`config.mk`:
```
export PLATFORM = sky130hd
export DESIGN_NAME = gpio_ports
export DESIGN_NICKNAME = d
export VERILOG_FILES = /design/src/rtl/gpio_ports.sv
export SDC_FILE = /design/constraint.sdc
export NUM_CORES = 1
export LEC_CHECK = 0
export BUFFER_PORTS_ARGS = -buffer_cell sky130_fd_sc_hd__buf_2
export CAP_MARGIN = 20
export CORE_ASPECT_RATIO = 0.9
export CORE_MARGIN = 1.5
export CORE_UTILIZATION = 50
export CTS_BUF_LIST = sky130_fd_sc_hd__clkbuf_16
export DETAILED_ROUTE_END_ITERATION = 16
export GPL_ROUTABILITY_DRIVEN = 0
export PLACE_DENSITY = 0.76
export SLEW_MARGIN = 20
export SYNTH_ARGS = -nofsm -noshare
export SYNTH_HDL_FRONTEND = slang
export SYNTH_SLANG_ARGS = --single-unit
export TNS_END_PERCENT = 20
```
`constraint.sdc`:
```
create_clock -name clk -period 1.4 [get_ports clk]
set_clock_uncertainty 0.1 [all_clocks]
set_input_delay 0.28 -clock clk [delete_from_list [all_inputs] [get_ports clk]]
set_output_delay 0.28 -clock clk [all_outputs]
set_load 0.005 [all_outputs]
```
`src/rtl/gpio_ports.sv`:
```
// rtl/gpio_ports.sv - memory-mapped GPIO ports with direction, sync inputs and edge IRQ flags
module gpio_ports #(
    parameter int                    ADDR_WIDTH = 16,
    parameter logic [ADDR_WIDTH-1:0] BASE_ADDR  = 16'h0200,
    parameter int                    NUM_PORTS  = 2,
    parameter int                    EDGE_MODE  = 0
) (
    input  logic                    clk,
    input  logic                    reset,
    input  logic [ADDR_WIDTH-1:0]   addr,
    input  logic [7:0]              data_in,
    input  logic                    write_enable,
    output logic [7:0]              data_out,
    output logic                    sel,
    input  logic [8*NUM_PORTS-1:0]  pins_in,
    output logic [8*NUM_PORTS-1:0]  pins_out,
    output logic [8*NUM_PORTS-1:0]  pins_oe,
    output logic                    irq
);
    localparam int                  PW      = 8 * NUM_PORTS;
    localparam logic [ADDR_WIDTH:0] WIN_LO  = {1'b0, BASE_ADDR};
    localparam logic [ADDR_WIDTH:0] WIN_HI  = WIN_LO + (ADDR_WIDTH+1)'(4 * NUM_PORTS);
    localparam logic [4:0]          BASE_LO = BASE_ADDR[4:0];

    logic [PW-1:0] out_q, out_d;
    logic [PW-1:0] ddr_q, ddr_d;
    logic [PW-1:0] ien_q, ien_d;
    logic [PW-1:0] ifr_q, ifr_d;
    logic [PW-1:0] s1_q, s2_q, s3_q;
    logic [7:0]    data_out_q, data_out_d;
    logic          sel_q, sel_d;
    logic          irq_q;

    logic          hit;
    logic [4:0]    off;
    logic [2:0]    port_idx;
    logic [1:0]    reg_idx;
    logic [PW-1:0] rise, fall, edge_hit, clr;

    always_comb begin
        hit      = ({1'b0, addr} >= WIN_LO) && ({1'b0, addr} < WIN_HI);
        // Only the low five offset bits matter since the window is at most 32 bytes.
        off      = addr[4:0] - BASE_LO;
        port_idx = off[4:2];
        reg_idx  = off[1:0];

        rise = s2_q & ~s3_q;
        fall = ~s2_q & s3_q;
        if (EDGE_MODE == 0) begin
            edge_hit = rise;
        end else if (EDGE_MODE == 1) begin
            edge_hit = fall;
        end else begin
            edge_hit = rise | fall;
        end

        out_d      = out_q;
        ddr_d      = ddr_q;
        ien_d      = ien_q;
        clr        = '0;
        data_out_d = 8'h00;
        sel_d      = hit;

        for (int p = 0; p < NUM_PORTS; p++) begin
            if (hit && port_idx == 3'(p)) begin
                case (reg_idx)
                    2'd0:    data_out_d = (out_q[8*p +: 8] & ddr_q[8*p +: 8])
                                        | (s2_q[8*p +: 8] & ~ddr_q[8*p +: 8]);
                    2'd1:    data_out_d = ddr_q[8*p +: 8];
                    2'd2:    data_out_d = ien_q[8*p +: 8];
                    default: data_out_d = ifr_q[8*p +: 8];
                endcase
                if (write_enable) begin
                    case (reg_idx)
                        2'd0:    out_d[8*p +: 8] = data_in;
                        2'd1:    ddr_d[8*p +: 8] = data_in;
                        2'd2:    ien_d[8*p +: 8] = data_in;
                        default: clr[8*p +: 8]   = data_in;
                    endcase
                end
            end
        end

        // A new enabled edge wins over a write-1-clear of the same bit.
        ifr_d = (ifr_q & ~clr) | (edge_hit & ien_q);
    end

    always_ff @(posedge clk) begin
        if (reset) begin
            out_q      <= '0;
            ddr_q      <= '0;
            ien_q      <= '0;
            ifr_q      <= '0;
            s1_q       <= '0;
            s2_q       <= '0;
            s3_q       <= '0;
            data_out_q <= 8'h00;
            sel_q      <= 1'b0;
            irq_q      <= 1'b0;
        end else begin
            out_q      <= out_d;
            ddr_q      <= ddr_d;
            ien_q      <= ien_d;
            ifr_q      <= ifr_d;
            s1_q       <= pins_in;
            s2_q       <= s1_q;
            s3_q       <= s2_q;
            data_out_q <= data_out_d;
            sel_q      <= sel_d;
            irq_q      <= |ifr_q;
        end
    end

    assign data_out = data_out_q;
    assign sel      = sel_q;
    assign pins_out = out_q;
    assign pins_oe  = ddr_q;
    assign irq      = irq_q;
endmodule

```
* After elaboration in Yosys (flattened, before gate mapping)
Cells that the tools add are included.
Operators by class: order comparisons 2, equality and inequality tests 3, mux-type cells 8, bitwise operators 14, reductions and logical operators 13
Operators with widths (number):
- AND 16 bit | 3
- 2-to-1 mux 8 bit | 6
- one-hot mux 8 bit (3 select lines) | 2
- AND 8 bit | 4
- inverter 16 bit | 2
- AND reduction 3 bit | 6
- greater-or-equal comparator 16 x 10 -> 1 bit (second input constant) | 1
- less-than comparator 16 x 10 -> 1 bit (second input constant) | 1
- inverter 8 bit | 2
- bitwise OR 16 bit | 1
- bitwise OR 8 bit | 2
- OR reduction 16 bit | 1
- equality test 3 x 1 -> 1 bit (second input constant) | 1
- logical AND 1 bit | 3
- zero test 3 bit | 1
- OR reduction 3 bit | 1
- equality test 2 x 1 -> 1 bit (second input constant) | 1
- equality test 2 bit (second input constant) | 1
- zero test 2 bit | 1
Storage, ports and cells: bits in registers 122, word-level logic and storage cells 53

* Logic depth before layout (Yosys ltp)
depth after elaboration 8, mapped depth 6, gate-level depth less buffers 4

* Least setup slack after synthesis
OpenSTA, ideal clock, no wires.
path type input -> register, from input port addr[4], to register out_q[10] (netlist: pins_out[10]), arrival time 1.377 ns, required time 1.228 ns, slack -0.148 ns, stages 6, path buffers 2, path through nor4_4 -> and3_1 -> buf_6 -> and3_4 -> buf_12 -> mux2i_1
Between the ends: longest elaborated chain between the ends 4, elaborated cells on any way between the ends 6, classes of those cells 2 x order compare; 1 x eq/ne; 3 x reduce/logical
RTL lines:
- start, declared | line 10 | input logic [ADDR_WIDTH-1:0] addr,
- greater-or-equal comparator 16 x 10 -> 1 bit or less-than comparator 16 x 10 -> 1 bit (tied branches) | line 41 | hit = ({1'b0, addr} >= WIN_LO) && ({1'b0, addr} < WIN_HI);
- logical AND 1 bit | line 41
- logical AND 1 bit (*) | line 65 | if (hit && port_idx == 3'(p)) begin
- AND reduction 3 bit (no source line) (*)
- end signal, assigned | line 101 | out_q <= out_d;
- end, declared | line 25 | logic [PW-1:0] out_q, out_d;
Every way passes the cells marked *; elsewhere a longest branch is shown, timed or not. A chain may end at the register's enable or synchronous reset.

* Worst setup path after layout
from input port addr[12], to register out_q[11] (netlist: pins_out[11])
Between the ends: longest elaborated chain between the ends 4, elaborated cells on any way between the ends 5, classes of those cells 2 x order compare; 3 x reduce/logical
RTL lines (line):
- greater-or-equal comparator 16 x 10 -> 1 bit or less-than comparator 16 x 10 -> 1 bit (tied branches) | 41
- logical AND 1 bit (*) | 41
- logical AND 1 bit (*) | 65
- AND reduction 3 bit (no source line) (*)
Marked as above.

==> impl_metrics.json <==
{
  "pwr_density_cell_nw_per_um2": 1350,
  "outcome": "complete, no violations",
  "fmax_mhz": 749,
  "synth_edf_count": 0,
  "r2r_cells": 4,
  "hold_end": "pins_out[0]",
  "wl_per_cell_um": 17.3,
  "p_leak_uw": 0.00290,
  "syn_nets": 534,
  "clk_pin_slew_ps": 60,
  "fp-row-count": 34,
  "num_antenna_cells": 0,
  "vdd_ir_drop_max_v": 0.000853,
  "rrSetupSlack_ps": 90,
  "async_flop_share": 0,
  "syn_inst": 491,
  "postPlaceCellArea_um2": 5700,
  "cts_inserted_buffers": 17,
  "arrival_ps": 1570,
  "layout_common_cells": "dfxtp_1 (122), buf_2 (84), nand2b_1 (72), mux2i_1 (64), o21ai_0 (56)",
  "cts_tree": "yes",
  "cp-start-kind": "primary input",
  "die_w_um": 108,
  "min_from": "data_in[0]",
  "design_area_um2": 6520,
  "yosys.area_share.simple": 0.244,
  "grt_max_degree": 48,
  "dp_hpwl_um": 8950,
  "synthAdderAreaFrac": 0,
  "fin_crit_ps": 1330,
  "ys.flop_type": "dfxtp_1",
  "pre_cts_ws_ps": -375,
  "yosysWarningCount": 0,
  "syn-cell-area_um2": 4950,
  "hold_violations": 0,
  "synth_top_family_by_area": "simple AND/OR/NAND/NOR gates",
  "die_y_um": 97.4,
  "antenna_found_initial": 0,
  "critPathKind": "in -> reg",
  "cp-startpoint": "addr[12]",
  "setup_viol": 0,
  "avgSynthCellArea_um2": 10.1,
  "synth-seq-cells": 122,
  "maxSlewViolCount": 0,
  "dr.first_iter.drc_count": 232,
  "register_area_um2": 2440,
  "drive_above_1_share": 0.255,
  "drcViolationCount": 0,
  "dieArea_um2": 10500,
  "drt_first_pass_iters": 4,
  "grt_pass1_vias": 3969,
  "antenna_left": 0,
  "fin_util": 0.675,
  "seq_area_frac_synth": 0.493,
  "synth_cell_types": 33,
  "htreeDepth": 4,
  "clockRootBuffer": "clkbuf_16",
  "multi_input_area_um2": 2360,
  "viasPerCell": 5.49,
  "path_max_fanout": 8,
  "slew_headroom": 0.780,
  "hold_depth": 4,
  "worstHoldPathType": "in -> reg",
  "worst_slew_pin_slew_ps": 327,
  "core_area_um2": 9660,
  "synth_compound_area_frac": 0.103,
  "setup_slack_ps": 65.2,
  "grt_usage": 0.256,
  "clockBufferDepth": 2,
  "grt_setup_unrepaired": "yes",
  "r2r-start": "pins_out[9]",
  "port_buffers": 84,
  "yosysTopAreaCell": "dfxtp_1",
  "synth_mux_area_frac": 0.129,
  "grt_pass1_wl_um": 20100,
  "drt_wl_total_um": 13000,
  "cp_data_required_time_ps": 1630,
  "clk_latency_ps": 410,
  "end_kind": "register",
  "max_cap_violations": 0,
  "yosysTopAreaCellShare": 0.493,
  "layout_commonest_cell": "dfxtp_1",
  "nets": 657,
  "pin_count": 85,
  "vias": 4136,
  "n_fill_cell": 732,
  "fin_crit_sh": 0.953,
  "reg2reg_to": "data_out[1]",
  "clock_sinks": 122,
  "synth_xor_area_frac": 0,
  "area.growth.synth_to_final_pct": 31.6,
  "synth_area_leaders": "dfxtp_1 (49%), mux2i_1 (13%), nand2b_1 (9.1%), nor2b_1 (6.2%), o21ai_0 (5.7%)",
  "grt-ovfl-total": 0,
  "start_util": 0.513
}
[metal layers]
layer | vias to the layer above | GRT usage | share of wire
met5 | - | 0 | 0
met4 | 0 | 0.122 | 0.027
met3 | 34 | 0.0570 | 0.061
met2 | 172 | 0.430 | 0.50
met1 | 1976 | 0.307 | 0.42
li1 | 1954 | - | -
[cell usage after synthesis, types with 2 or more instances]
master	count
a21oi_1	32
and3_4	2
buf_1	2
buf_2	4
buf_6	2
clkbuf_1	19
dfxtp_1	122
mux2i_1	64
nand2_1	8
nand2b_1	72
nand3_1	8
nand3b_1	16
nand4_1	2
nand4_4	3
nor2_1	3
nor2b_1	49
nor4_1	5
o211ai_1	8
o21ai_0	56
[per-stage QoR]
| stage | hold WS, ps | total power, µW | setup TNS [ps] | cells |
|---|---|---|---|---|
| 2_1_floorplan | 308 | 3850 | -3620 | 491 |
| 6_report | 197 | 8790 | 0 | 753 |
| 3_5_place_dp | 325 | 4060 | -19060 | 704 |
| 4_1_cts | 186 | 8840 | 0 | 752 |
| 3_3_place_gp | 318 | 4050 | -17440 | 704 |
| 5_1_grt | 208 | 9040 | -3.33 | 753 |
[report_power, final]
part / switching [µW] / internal, µW / leakage [µW]
logic: 236 / 241 / 0.00159
registers: 27.9 / 3530 / 0.000991
clock network: 1600 / 3160 / 0.000311
total: 1860 / 6930 / 0.00290
[cell families after synthesis]
family	count (synthesis)
buffers and inverters	30
and+or+nand+nor	178
DFF	122
AOI/OAI and AO/OA	97
muxes	64
[layout make-up]
class,count,share of cell area
sequential,122,0.375
clock inverter,15,0.0342
clock buffer,17,0.0653
multi-input combinational,339,0.363
timing repair buffer,133,0.139
inverter,1,0.000576
tap,126,0.0242
[how the worst max path moves through the flow]
stage	slack, ps	cells after the start	end
global placement	-340	6	pins_out[15]
finish	70	6	pins_out[11]
CTS	9	6	pins_out[11]
detailed placement	-370	6	pins_out[9]
global route	-3	4	data_out[4]
floorplan	-150	6	pins_out[10]
[state kept, by name, summed over array words and instances (netlist names)]
register  count
s1_q         16
pins_oe      16
irq           1
sel           1
ifr_q        16
data_out      8
pins_out     16
s2_q         16
s3_q         16
ien_q        16
[critical path: stages]
cell and delay [ps]:
buf_2 110, nor4_4 280, and3_4 230, buf_12 140
and3_4 290, mux2i_1 220
[timing repair]
| action | 4_1_cts | 5_1_grt |
|---|---|---|
| hold buffers | 16 | 0 |
| buffers inserted | 0 | 1 |
| hold endpoints to repair | 16 | 0 |
| setup endpoints to repair | 0 | 11 |
| gates resized for setup | 0 | 1 |
(Power assumes the default switching activity.)
